**src/rtl/vga_timing_gen.sv**
```systemverilog
// ---------------------------------------------------------------------------
// vga_timing_gen
//
// Parametrised VGA timing generator. It sits between a pipelined draw engine
// and the VGA connector pins.
//
// Each line and each frame runs in the order sync, back porch, active, front
// porch, starting at counter value 0. The block issues the active-area
// coordinate PIPE pixel ticks before the matching output pixel. A draw engine
// with PIPE ticks of latency therefore lands its colour on the correct pixel.
// Every register advances only on a pixel tick (pix_en).
//
// Ports
//   clk          system clock
//   rst          synchronous active-high reset
//   pix_en       pixel tick; all state holds while low
//   draw_r/g/b   colour for the coordinate issued PIPE ticks earlier
//   curr_x/y     active-area coordinate being issued
//   coord_valid  curr_x/curr_y lie in the active area
//   pix_r/g/b    output colour, zero outside the visible area
//   hsync/vsync  sync outputs with programmable asserted level
//   de           output pixel is visible
//   frame_start  one-tick pulse with output pixel (0,0)
//   line_start   one-tick pulse with output pixel x=0 of each active line
// ---------------------------------------------------------------------------
module vga_timing_gen #(
    parameter int H_ACTIVE  = 1280,
    parameter int H_FP      = 64,
    parameter int H_SYNC    = 136,
    parameter int H_BP      = 200,
    parameter int V_ACTIVE  = 800,
    parameter int V_FP      = 1,
    parameter int V_SYNC    = 3,
    parameter int V_BP      = 24,
    parameter bit HSYNC_POL = 1'b0,
    parameter bit VSYNC_POL = 1'b1,
    parameter int COLOR_W   = 4,
    parameter int PIPE      = 2
) (
    input  logic               clk,
    input  logic               rst,
    input  logic               pix_en,
    input  logic [COLOR_W-1:0] draw_r,
    input  logic [COLOR_W-1:0] draw_g,
    input  logic [COLOR_W-1:0] draw_b,
    output logic [10:0]        curr_x,
    output logic [9:0]         curr_y,
    output logic               coord_valid,
    output logic [COLOR_W-1:0] pix_r,
    output logic [COLOR_W-1:0] pix_g,
    output logic [COLOR_W-1:0] pix_b,
    output logic               hsync,
    output logic               vsync,
    output logic               de,
    output logic               frame_start,
    output logic               line_start
);

    localparam int H_TOT   = H_SYNC + H_BP + H_ACTIVE + H_FP;
    localparam int V_TOT   = V_SYNC + V_BP + V_ACTIVE + V_FP;
    localparam int H_START = H_SYNC + H_BP;
    localparam int V_START = V_SYNC + V_BP;
    localparam int HW      = $clog2(H_TOT);
    localparam int VW      = $clog2(V_TOT);

    if (H_ACTIVE > 2048) begin : g_chk_h
        $error("vga_timing_gen: H_ACTIVE must not exceed 2048");
    end
    if (V_ACTIVE > 1024) begin : g_chk_v
        $error("vga_timing_gen: V_ACTIVE must not exceed 1024");
    end
    if (PIPE < 0 || PIPE > 8) begin : g_chk_pipe
        $error("vga_timing_gen: PIPE must be in 0..8");
    end

    // Timing flags that travel together through the delay line.
    typedef struct packed {
        logic hs;
        logic vs;
        logic de;
        logic fs;
        logic ls;
    } tim_t;

    localparam tim_t TIM_IDLE = '{hs: ~HSYNC_POL, vs: ~VSYNC_POL, de: 1'b0, fs: 1'b0, ls: 1'b0};

    logic [HW-1:0]      h_q, h_d;
    logic [VW-1:0]      v_q, v_d;
    tim_t               s0_q, s0_d;
    logic [10:0]        curr_x_q, curr_x_d;
    logic [9:0]         curr_y_q, curr_y_d;
    tim_t               tap;
    tim_t               out_q, out_d;
    logic [COLOR_W-1:0] pix_r_q, pix_r_d;
    logic [COLOR_W-1:0] pix_g_q, pix_g_d;
    logic [COLOR_W-1:0] pix_b_q, pix_b_d;
    logic               h_act, v_act, act;

    // NOTE: every signal driven here gets a default first, so no path through
    // the block leaves a value unassigned and no latch is inferred.
    always_comb begin
        h_d = h_q + 1'b1;
        v_d = v_q;
        if (h_q == HW'(H_TOT - 1)) begin
            h_d = '0;
            v_d = (v_q == VW'(V_TOT - 1)) ? '0 : v_q + 1'b1;
        end

        // Upper bounds use <= last index so a zero front porch cannot wrap.
        h_act = (h_q >= HW'(H_START)) && (h_q <= HW'(H_START + H_ACTIVE - 1));
        v_act = (v_q >= VW'(V_START)) && (v_q <= VW'(V_START + V_ACTIVE - 1));
        act   = h_act && v_act;

        s0_d.hs  = (h_q <= HW'(H_SYNC - 1)) ? HSYNC_POL : ~HSYNC_POL;
        s0_d.vs  = (v_q <= VW'(V_SYNC - 1)) ? VSYNC_POL : ~VSYNC_POL;
        s0_d.de  = act;
        s0_d.ls  = act && (h_q == HW'(H_START));
        s0_d.fs  = act && (h_q == HW'(H_START)) && (v_q == VW'(V_START));
        curr_x_d = act ? 11'(h_q - HW'(H_START)) : '0;
        curr_y_d = act ? 10'(v_q - VW'(V_START)) : '0;

        out_d   = tap;
        pix_r_d = tap.de ? draw_r : '0;
        pix_g_d = tap.de ? draw_g : '0;
        pix_b_d = tap.de ? draw_b : '0;
    end

    // Stage 0 feeds the output regs after PIPE further ticks.
    if (PIPE == 0) begin : g_no_dly
        assign tap = s0_q;
    end else begin : g_dly
        tim_t dly_q [PIPE];

        // NOTE: the delay line is reset along with everything else. A reset
        // mid-frame must flush it so no stale de or pulse reaches the pins.
        always_ff @(posedge clk) begin
            if (rst) begin
                for (int i = 0; i < PIPE; i++) dly_q[i] <= TIM_IDLE;
            end else if (pix_en) begin
                dly_q[0] <= s0_q;
                for (int i = 1; i < PIPE; i++) dly_q[i] <= dly_q[i-1];
            end
        end

        assign tap = dly_q[PIPE-1];
    end

    // NOTE: state registers use non-blocking assignments only, so every
    // register samples pre-edge values regardless of statement order.
    always_ff @(posedge clk) begin
        if (rst) begin
            h_q      <= '0;
            v_q      <= '0;
            s0_q     <= TIM_IDLE;
            curr_x_q <= '0;
            curr_y_q <= '0;
            out_q    <= TIM_IDLE;
            pix_r_q  <= '0;
            pix_g_q  <= '0;
            pix_b_q  <= '0;
        end else if (pix_en) begin
            h_q      <= h_d;
            v_q      <= v_d;
            s0_q     <= s0_d;
            curr_x_q <= curr_x_d;
            curr_y_q <= curr_y_d;
            out_q    <= out_d;
            pix_r_q  <= pix_r_d;
            pix_g_q  <= pix_g_d;
            pix_b_q  <= pix_b_d;
        end
    end

    assign curr_x      = curr_x_q;
    assign curr_y      = curr_y_q;
    assign coord_valid = s0_q.de;
    assign pix_r       = pix_r_q;
    assign pix_g       = pix_g_q;
    assign pix_b       = pix_b_q;
    assign hsync       = out_q.hs;
    assign vsync       = out_q.vs;
    assign de          = out_q.de;
    assign frame_start = out_q.fs;
    assign line_start  = out_q.ls;

endmodule
```
**config.mk**
```make
export PLATFORM = sky130hd
export DESIGN_NAME = vga_timing_gen
export DESIGN_NICKNAME = d
export VERILOG_FILES = /design/src/rtl/vga_timing_gen.sv
export SDC_FILE = /design/constraint.sdc
export NUM_CORES = 1
export LEC_CHECK = 0
export BUFFER_PORTS_ARGS = -buffer_cell sky130_fd_sc_hd__buf_2
export CAP_MARGIN = 20
export CORE_ASPECT_RATIO = 1.4
export CORE_MARGIN = 4
export CORE_UTILIZATION = 30
export DETAILED_ROUTE_END_ITERATION = 8
export HOLD_SLACK_MARGIN = 0.05
export PLACE_DENSITY = 0.57
export SETUP_SLACK_MARGIN = 0.5
export SLEW_MARGIN = 5
export SYNTH_ARGS = -nofsm -noshare
export SYNTH_HDL_FRONTEND = slang
export SYNTH_SLANG_ARGS = --single-unit
```
**constraint.sdc**
```tcl
create_clock -name clk -period 1.9 [get_ports clk]
set_input_delay 0.095 -clock clk [delete_from_list [all_inputs] [get_ports clk]]
set_output_delay 0.095 -clock clk [all_outputs]
set_load 0.005 [all_outputs]
```
Yosys cells after proc, flatten, opt, wreduce, memory -nomap -nowiden
Memories as Yosys holds them, arrays and structs flattened.
Cells that the tools add are included.
- register bits: 64
- RAM bits: 10
- input port bits: 15
- logic and storage cells: 56
- memories kept: 1
- $add $sub $neg: 4
- order comparisons: 6
- equal/unequal tests: 4
- muxes and demuxes: 16
- bitwise operators: 2
- reductions and logical operators: 6
- memories (name ; words ; bits a word ; rd ports ; clocked after memory_dff ; wr ports ; RTL line ; RTL):
    g_dly.dly_q ; 2 ; 5 ; 2 ; 0 ; 2 ; 132 ; tim_t dly_q [PIPE];
- operators with widths (operator ; number):
    two-way mux 11 bit ; 2
    two-way mux 10 bit ; 2
    two-way mux 4 bit ; 3
    adder 11 x 1 -> 11 bit (second input constant) ; 1
    equality test 11 bit (second input constant) ; 1
    equality test 11 x 9 -> 1 bit (second input constant) ; 1
    >= comparator 11 x 9 -> 1 bit (second input constant) ; 1
    <= comparator 11 bit (second input constant) ; 1
    <= comparator 11 x 8 -> 1 bit (second input constant) ; 1
    subtractor 11 x 9 -> 11 bit (second input constant) ; 1
    adder 10 x 1 -> 10 bit (second input constant) ; 1
    equality test 10 bit (second input constant) ; 1
    equality test 10 x 5 -> 1 bit (second input constant) ; 1
    >= comparator 10 x 5 -> 1 bit (second input constant) ; 1
    <= comparator 10 bit (second input constant) ; 1
    <= comparator 10 x 2 -> 1 bit (second input constant) ; 1
    two-way mux 5 bit ; 2
    subtractor 10 x 5 -> 10 bit (second input constant) ; 1
    two-way mux 1 bit ; 7
    logical AND 1 bit ; 5
    bitwise OR 1 bit ; 2
    AND reduction 2 bit ; 1

Longest topological paths before layout
Gate-level depths: netlist of the first run.
- depth after elaboration: 5
- mapped depth: 8
- gate-level depth less buffers: 7

Least setup slack after synthesis of the first run
No wires, ideal clock.
- kind: reg2reg
- from: register v_q[1]
- to: register v_q[3]
- arrival: 1.606 ns
- data required time: 1.772 ns
- setup slack: 0.167 ns
- stages on the path, launching flop included: 7
- path buffers: 0
- cells stage by stage: dfxtp_1 -> ha_1 -> and4b_1 -> nor4b_4 -> o21ai_2 -> a21oi_1 -> nor2_1
- word-level cells in the longest chain between the ends: 2
- elaborated cells on any way between the ends: 3
- ends and longest elaborated chain (item ; RTL line ; RTL):
    start: declaration ; 88 ; logic [VW-1:0] v_q, v_d;
    start signal: assignment ; 163 ; v_q <= v_d;
    adder 10 x 1 -> 10 bit or equality test 10 bit (tied branches) ; 106 ; v_d = (v_q == VW'(V_TOT - 1)) ? '0 : v_q + 1'b1;
    two-way mux 10 bit * ; 106 ;
Mark *: on every way between the ends. The rest lies on a longest branch, timed or not.
A chain may end at the register's enable or synchronous reset.

Final worst setup path of the first run
- from: register v_q[0]
- to: register v_q[9]
The elaborated chain is that of the path after synthesis.

==> results of run 1 <==
[stage by stage]
| step | hold slack [ns] | area [sq um] | power [mW] |
|---|---|---|---|
| after floorplan | 0.221 | 3400 | 1.72 |
| after global routing | 0.113 | 4630 | 3.68 |
| after CTS | 0.0919 | 4540 | 3.60 |
| after detailed placement | 0.313 | 3790 | 1.77 |
| after global placement | 0.312 | 3790 | 1.77 |
| final | 0.0984 | 4630 | 3.55 |
[worst max-delay path, delay by kind of cell (launching register included)]
kind	cells	cell delay, ns
AOI/OAI and AO/OA	3	0.25
adders and majority gates	1	0.16
buffers and inverters	1	0.19
DFF	1	0.38
and+or+nand+nor	2	0.48
[power breakdown]
part           internal (mW)  switching [mW]
clock                   1.15           0.637
sequential              1.60          0.0148
combinational         0.0716          0.0731
[kinds of logic after synthesis]
group           after synthesis
compound gates               71
xor+xnor                     21
fa+ha+maj                     8
buf+inv                      37
flops                        74
mux                           7
simple gates                139
[repair_timing]
| action | 4_1_cts | 5_1_grt |
|---|---|---|
| setup buffers | 23 | 1 |
| setup endpoints to repair | 44 | 44 |
| hold endpoints to repair | 12 | 0 |
| pin swaps | 17 | 18 |
| resized for setup | 45 | 25 |
| hold buffers | 12 | 0 |
[state kept, by name, indices dropped and copies added (netlist names), 4 cells and up]
signal / count
curr_x: 11
curr_y: 10
g_dly.dly_q: 10
h_q: 11
pix_b: 4
pix_g: 4
pix_r: 4
s0_q: 4
v_q: 10
[metal layers]
metal  wire length (microns)  vias to the layer above  part of all wire, %
li1                        -                     1412                    -
met2                    4380                       72                   52
met3                     412                       19                  4.9
met1                    3350                     1343                   40
met5                       0                        -                    0
met4                     212                        0                  2.5
[worst paths after layout]
path / start / to / slack, ns / cells past startpoint
max: v_q[0] / v_q[9] / 0.32 / 7
min: rst / vsync / 0.1 / 2
max reg2reg: v_q[0] / v_q[9] / 0.32 / 7
min reg2reg: s0_q[1] / s0_q[1] / 0.44 / 2
[final cells by class]
| type | count | area (sq um) | area share, % |
|---|---|---|---|
| clock buffer | 9 | 225 | 4.86 |
| clock inverter | 7 | 93.8 | 2.03 |
| inverter | 13 | 58.8 | 1.27 |
| multi-input combinational | 246 | 1780 | 38.4 |
| sequential | 74 | 1620 | 35.0 |
| tap | 141 | 176 | 3.81 |
| timing repair buffer | 101 | 678 | 14.6 |
[cells in the final DEF, fill, tap and decap left out, types with 4 or more instances in the layout]
cell type	Yosys	final
buf_6	2	4
dfxtp_4	0	7
inv_1	13	7
buf_2	6	53
nand2b_1	5	4
mux2i_1	6	6
clkbuf_16	0	9
ha_4	0	5
xor2_1	9	9
a21oi_1	13	11
o21ai_2	1	7
edfxtp_1	10	10
inv_4	0	4
a22o_1	12	12
dfxtp_2	0	11
dlygate4sd3_1	0	12
dfxtp_1	64	46
xnor2_1	12	11
buf_4	5	31
o21ai_1	22	20
and2_1	11	10
nand4_1	8	8
nand2_1	37	36
nand3_1	12	11
nor2_1	32	30
==> results.json, run 1 <==
{
  "core_sq_um": 10900,
  "leakagePower_nw": 1.96,
  "antenna_left": 0,
  "drc": 0,
  "yosysTopAreaCellShare_pct": 38.3,
  "detail_route.wl_per_cell_microns": 14.1,
  "grt_use_met1_pct": 13.9,
  "synth_fa_ha_area_share_pct": 2.99,
  "finClkSkew_ns": 0.00756,
  "finalSetupTns_ns": 0,
  "synth_compound_area_share_pct": 14.1,
  "hold_viol_final": 0,
  "fin_crit_ns": 1.58,
  "critPathRequiredTime_ns": 2.11,
  "synth.most_common_cell": "dfxtp_1",
  "slowest_delay_ns": 0.38,
  "synth_top_cells_by_count": "64 x dfxtp_1, 37 x nand2_1, 32 x nor2_1",
  "grt_start_max_net_pins": 27,
  "die_w_microns": 97.3,
  "synthDistinctLibCells": 55,
  "tightest_slew_ns": 0.472,
  "synth-xor-area-share_pct": 5.50,
  "fin_nets": 468,
  "gp_congestion": 0.865,
  "die-area_sq_um": 12900,
  "stdcell_count": 591,
  "grt_pass1_vias": 2900,
  "fill_cells": 1049,
  "viasPerCell": 4.82,
  "synth_area_per_cell_sq_um": 9.37,
  "place_hpwl_mm": 5.70,
  "path_clk_slew_ns": 0.06,
  "antenna_found_initial": 0,
  "grt_pass1_wl_mm": 13.9,
  "critPathLaunchType": "register",
  "io_pins": 54,
  "grt_overflow": 0,
  "drt_pre_antenna_iters": 4,
  "synth-simple-area-share_pct": 22.6,
  "synth_fp_nets": 380,
  "grt_use_met3_pct": 3.90,
  "num_vias": 2846,
  "synth_seq_cells": 74,
  "drive_above_1_share_pct": 38.4,
  "synth_ff_type": "dfxtp_1",
  "critPathArrivalTime_ns": 1.80,
  "synth_area_sq_um": 3350,
  "synthTopCellsByArea": "dfxtp_1 38%, edfxtp_1 9.0%, nand2_1 4.2%",
  "finalCritPeriodShare_pct": 83.2,
  "cap_violations": 0,
  "num_antenna_cells": 0,
  "initial_core_util_pct": 30.8,
  "clkLatencyLatePin_ns": 0.33,
  "cts_tree": "built",
  "htreeDepth": 3,
  "place_inst": 539,
  "end_kind": "register",
  "top_usage_layer": "met2",
  "grt_use_met2_pct": 24.1,
  "slew_headroom_pct": 68.5,
  "irDropWorstVdd_mv": 0.474,
  "fin_util_pct": 42.6,
  "yosysSeqAreaShare_pct": 47.3,
  "path_class": "register to register",
  "drt-total-wl_mm": 8.35,
  "outcome": "completed",
  "max_freq_mhz": 632,
  "min_path_type": "input port to register",
  "syn_inst": 357,
  "synth_top_family_by_area": "simple AND/OR/NAND/NOR gates",
  "critPathMaxFanout": 6,
  "dp_worst_setup_slack_ns": 0.204,
  "async_reset_ff_share_pct": 0,
  "drt_iter0_drc": 131,
  "ys.warnings.count": 0,
  "rsz0062_at_grt": "true",
  "syn_to_final_growth_pct": 38.5,
  "synth_mux_area_share_pct": 2.13,
  "drv_slew": 0,
  "std_cell_rows": 45,
  "timing.final.ws_setup_ns": 0.319,
  "portBuffers": 53,
  "cts_buffer_depth": 2,
  "die_h_microns": 133,
  "critical_path.cell_chain": "ha_4 > and4b_2 > nor4b_4 > buf_6 > a31oi_1 > o21ai_1 > a21oi_1",
  "grt.total_usage_pct": 13.2,
  "synth_edf_count": 10,
  "power_density_nw_per_um2": 765,
  "yosysTopAreaCell": "dfxtp_1",
  "root_buffer": "clkbuf_16",
  "numCtsBuffers": 9,
  "critPathSlowestCell": "dfxtp_4",
  "clock-sinks": 74,
  "finalSetupViolCount": 0
}
Note: power is estimated with default switching activity, not from simulation.
==> run 2: changes to the inputs <==
- ABC_AREA: default -> 1
- PLACE_DENSITY: 0.57 -> 0.58
- clock period: 1.9 -> 1.4 ns (I/O delays scaled with it)
==> run 2 against run 1 <==
Effect of this change: the run now ends with negative setup slack left; critical path type unchanged; register-to-register slack got worse by 0.47 ns; flip-flop and latch count unchanged; largest power group unchanged; final area grew 21%; core utilization up 8.5 points; sequential share of layout area fell by 6.0 points; critical path depth grew 3; largest cell class unchanged; clock skew is 0.0015 ns lower; clock power increased by 38%; power rose by 39%.
==> results.json, run 2 <==
{
  "layout_commonest_cell": "buf_4",
  "num_antenna_cells": 0,
  "cap_violations": 0,
  "antenna_left": 0,
  "path_class": "register to register",
  "synth_edf_count": 10,
  "hold_viol_final": 0,
  "finalCritPeriodShare_pct": 111,
  "drive_above_1_share_pct": 53.2,
  "portBuffers": 53,
  "place_hpwl_mm": 7.10,
  "path_clk_slew_ns": 0.06,
  "clkLatencyLatePin_ns": 0.34,
  "critPathArrivalTime_ns": 1.82,
  "design_area_sq_um": 5590,
  "htreeDepth": 3,
  "grt.total_usage_pct": 15.2,
  "outcome": "finished, violations left",
  "fin_nets": 604,
  "tightest_slew_ns": 0.343,
  "cts_buffer_depth": 2,
  "die_w_microns": 97.6,
  "slew_headroom_pct": 77.0,
  "grt_overflow": 0,
  "finClkSkew_ns": 0.00607,
  "synthDistinctLibCells": 31,
  "die_h_microns": 133,
  "std_cell_rows": 45,
  "gp_congestion": 0.857,
  "detail_route.wl_per_cell_microns": 13.9,
  "max_freq_mhz": 646,
  "violations": "negative setup slack",
  "finalSetupViolCount": 42,
  "initial_core_util_pct": 30.9,
  "dp_worst_setup_slack_ns": -0.179,
  "grt_start_max_net_pins": 31,
  "fin_crit_ns": 1.55,
  "io_pins": 54,
  "syn_to_final_growth_pct": 65.5,
  "core_sq_um": 10900,
  "p_total_mw": 4.91,
  "irDropWorstVdd_mv": 0.595,
  "drt_iter0_drc": 273,
  "synth_fp_nets": 430,
  "timing.final.ws_setup_ns": -0.149,
  "leakagePower_nw": 2.50,
  "synth_top_cells_by_count": "82 x nand2_1, 64 x dfxtp_1, 40 x inv_1",
  "critPathMaxFanout": 7,
  "root_buffer": "clkbuf_16",
  "final_cell_mix": "93 x buf_4, 69 x nand2_1, 53 x buf_2",
  "yosysTopAreaCell": "dfxtp_1",
  "num_vias": 3449,
  "drt-total-wl_mm": 10.1,
  "drc": 0,
  "min_path_type": "input port to register",
  "synth_area_sq_um": 3370,
  "antenna_found_initial": 0,
  "synth_ff_type": "dfxtp_1",
  "grt_pass1_vias": 3380,
  "postPlaceCellArea_sq_um": 4560,
  "finalSetupTns_ns": -4.45,
  "synth.most_common_cell": "nand2_1",
  "critPathLaunchType": "register",
  "synth_area_per_cell_sq_um": 8.29,
  "yosysTopAreaCellShare_pct": 38.0,
  "synth_seq_cells": 74,
  "rsz0062_at_grt": "true",
  "grt_pass1_wl_mm": 16.0,
  "end_kind": "register",
  "cts_tree": "built",
  "yosysSeqAreaShare_pct": 46.9,
  "ys.warnings.count": 0,
  "viasPerCell": 4.74,
  "die-area_sq_um": 13000,
  "critPathRequiredTime_ns": 1.67,
  "syn_inst": 407,
  "power_density_nw_per_um2": 880,
  "drt_pre_antenna_iters": 4,
  "numCtsBuffers": 9,
  "clock-sinks": 74,
  "async_reset_ff_share_pct": 0,
  "drv_slew": 0,
  "synthTopCellsByArea": "dfxtp_1 38%, nand2_1 9.1%, edfxtp_1 8.9%"
}
run 2: cell count changes after synthesis, sizes merged, moves of 6 or more:
cell / change
nor3: +9
inv: +31
nand3: +9
mux2i: -6
xor2: +6
nor2: +10
a32o: +12
a22o: -8
and2: -11
nand2: +49
xnor2: -12
run 2: area by class of cell:
type	count	area [sq um]
fillers	953	5340
multi-input cells	274	1950
flip-flops and latches	74	1620
repair buffers	178	1340
clock buffers	12	268
inverters	44	180
well taps	141	176
clock inverters	4	53.8
run 2: logic make-up after synthesis:
logic type / synth area share [%]
AND/OR/NAND/NOR: 24.6
flip-flops: 46.9
AO/OA/AOI/OAI: 14.1
buffers and inverters: 7.53
XOR/XNOR: 3.89
adder cells (fa/ha/maj): 2.97
run 2: per-stage QoR:
stage | hold WS (ns) | util [%] | cells
finish | 0.111 | 51.1 | 727
global route | 0.140 | 51.1 | 727
CTS | 0.0876 | 49.0 | 715
detailed placement | 0.327 | 41.7 | 673
global placement | 0.323 | 41.7 | 673
floorplan | 0.238 | - | 407
run 2: timing repair:
| action | 4_1_cts | 5_1_grt |
|---|---|---|
| hold buffers | 12 | 0 |
| setup buffers | 12 | 12 |
| setup endpoints to repair | 61 | 66 |
| gates cloned | 2 | 0 |
| gates resized for setup | 66 | 43 |
| endpoints found under the hold margin | 12 | 0 |
| pin swaps | 30 | 21 |
run 2: path summary, 6_finish.rpt:
kind               endpoint  cells after the start  slack (ns)    start
hold / removal      h_q[10]                      4        0.11   pix_en
hold reg to reg     s0_q[1]                      2        0.45  s0_q[1]
setup reg to reg  curr_y[1]                     10       -0.15   h_q[5]
setup / recovery  curr_y[1]                     10       -0.15   h_q[5]
run 2: critical path, cell delays in order, from the launching register on:
cell	delay (ns)
dfxtp_2	0.34
inv_4	0.08
ha_2	0.18
nand3_1	0.08
nor2_2	0.11
nor2_1	0.05
buf_4	0.13
nor2_4	0.13
nand2_4	0.11
buf_16	0.16
o21ai_2	0.10
run 2: report_power, final:
| group | leakage, nW | total (mW) | switching (mW) | internal [mW] |
|---|---|---|---|---|
| Clock | 0.159 | 2.45 | 0.901 | 1.55 |
| Combinational | 1.71 | 0.267 | 0.137 | 0.130 |
| Sequential | 0.633 | 2.19 | 0.0163 | 2.18 |
| Total | 2.50 | 4.91 | 1.05 | 3.86 |
run 2: metal layers:
metal	track usage, %	part of all wire [%]	vias to the layer above
met1	16.8	38	1610
met4	5.93	2.3	0
met3	3.14	4.5	22
li1	-	-	1715
met2	28.1	55	102
met5	0	0	-
==> run 3: changes to the inputs <==
- CTS_BUF_LIST: default -> sky130_fd_sc_hd__clkbuf_16
- RECOVER_POWER: default -> 25
==> run 3 against run 2 <==
Effect of this change: critical path depth is the same; non-clock buffer count down 1; fmax about the same; register-to-register slack about the same; combinational power decreased by 1%; final area decreased by 0.60%; flip-flop and latch count is the same; clock power is 2% lower; first-iteration DRC count down 19%; the flow still finishes with violations (negative setup slack); sequential share of layout area increased by 0.15 points.
==> results.json, run 3 (synthesis gave the netlist of run 2 again) <==
{
  "critical_path.cell_chain": "inv_4 > ha_2 > nand3_1 > nor2_2 > nor2_1 > buf_4 > nor2_4 > nand2_4 > buf_16 > o21ai_2",
  "std_cell_rows": 45,
  "drt_pre_antenna_iters": 4,
  "grt_pass1_wl_mm": 15.9,
  "path_clk_slew_ns": 0.06,
  "critPathSlowestCell": "dfxtp_2",
  "min_path_type": "input port to register",
  "cts_buffer_depth": 2,
  "io_pins": 54,
  "seq_area_sq_um": 1620,
  "fin_crit_ns": 1.55,
  "numCtsBuffers": 9,
  "gp_congestion": 0.857,
  "root_buffer": "clkbuf_16",
  "finalSetupViolCount": 44,
  "slowest_delay_ns": 0.34,
  "initial_core_util_pct": 30.9,
  "clkLatencyLatePin_ns": 0.34,
  "place_hpwl_mm": 7.10,
  "num_vias": 3438,
  "hold_viol_final": 0,
  "critPathRequiredTime_ns": 1.67,
  "path_class": "register to register",
  "viasPerCell": 4.74,
  "portBuffers": 53,
  "drive_above_1_share_pct": 52.3,
  "rsz0062_at_grt": "true",
  "die-area_sq_um": 13000,
  "syn_to_final_growth_pct": 64.5,
  "num_antenna_cells": 0,
  "layout_commonest_cell": "buf_4",
  "critPathArrivalTime_ns": 1.82,
  "grt_pass1_vias": 3353,
  "outcome": "finished, violations left",
  "antenna_found_initial": 0,
  "drv_slew": 0,
  "antenna_left": 0,
  "tightest_slew_ns": 0.575,
  "drc": 0,
  "final_cell_mix": "89 x buf_4, 69 x nand2_1, 53 x buf_2",
  "slew_headroom_pct": 61.7,
  "grt_overflow": 0,
  "fill_cells": 963,
  "multiInputGateArea_sq_um": 1940,
  "timing.final.ws_setup_ns": -0.150,
  "drt_iter0_drc": 222,
  "finalHoldWorstSlack_ns": 0.110,
  "clock-sinks": 74,
  "violations": "negative setup slack",
  "detail_route.wl_per_cell_microns": 13.9,
  "die_w_microns": 97.6,
  "finClkSkew_ns": 0.00419,
  "critPathLaunchType": "register",
  "cts_tree": "built",
  "power_density_nw_per_um2": 873,
  "die_h_microns": 133,
  "max_freq_mhz": 645,
  "critPathMaxFanout": 7,
  "p_total_mw": 4.85,
  "end_kind": "register",
  "postPlaceCellArea_sq_um": 4560,
  "finalCritPeriodShare_pct": 111,
  "leakagePower_nw": 2.49,
  "htreeDepth": 3,
  "design_area_sq_um": 5550,
  "irDropWorstVdd_mv": 0.595,
  "core_sq_um": 10900,
  "cap_violations": 0,
  "grt_start_max_net_pins": 31,
  "grt.total_usage_pct": 15.1,
  "drt-total-wl_mm": 10.1,
  "fin_nets": 603
}
[run 3: final cells by class]
cell class                 instances  area share, %
multi-input combinational        274           35.0
tap                              141           3.18
timing repair buffer             177           23.9
sequential                        74           29.1
clock buffer                      10           4.51
clock inverter                     6           1.10
inverter                          44           3.20
[run 3: worst max-delay path: cells and delay by family (launching register included)]
| family | cells | cell delay (ns) |
|---|---|---|
| flip-flops | 1 | 0.34 |
| buffers and inverters | 3 | 0.37 |
| adder cells (fa/ha/maj) | 1 | 0.18 |
| AO/OA/AOI/OAI | 1 | 0.10 |
| AND/OR/NAND/NOR | 5 | 0.48 |
[run 3: per-layer routing]
metal	up-vias	global-route usage, %	routed length (microns)
met5	-	0	0
met4	0	5.47	165
met3	14	3.20	374
met2	70	28.0	5590
met1	1637	16.7	3970
li1	1717	-	-
[run 3: worst paths after layout]
kind                start  cells after the start  slack, ns   endpoint
setup reg to reg   h_q[5]                     10      -0.15  curr_y[1]
hold / removal     pix_en                      4       0.11    h_q[10]
hold reg to reg   s0_q[1]                      2       0.45    s0_q[1]
setup / recovery   h_q[5]                     10      -0.15  curr_y[1]
[run 3: what timing repair did]
item                                    4_1_cts  5_1_grt
hold buffers                                 12        0
cloned                                        2        0
gates resized for setup                      64       43
endpoints found under the setup margin       61       66
buffers inserted                             12       11
pin swaps                                    29       20
endpoints found under the hold margin        12        0
[run 3: report_power, final]
group / internal (mW) / switching, mW
Clock: 1.49 / 0.900
Sequential: 2.18 / 0.0163
Combinational: 0.126 / 0.137
Total: 3.79 / 1.05
[run 3: per-stage QoR]
stage	TNS, ns	worst slack (ns)	std cells	utilization (%)
2_1_floorplan	-0.371	-0.0412	407	-
3_3_place_gp	-3.58	-0.144	673	41.7
3_5_place_dp	-4.17	-0.179	673	41.7
4_1_cts	-3.12	-0.138	715	48.9
5_1_grt	-9.06	-0.269	726	50.8
6_report	-4.55	-0.150	726	50.8
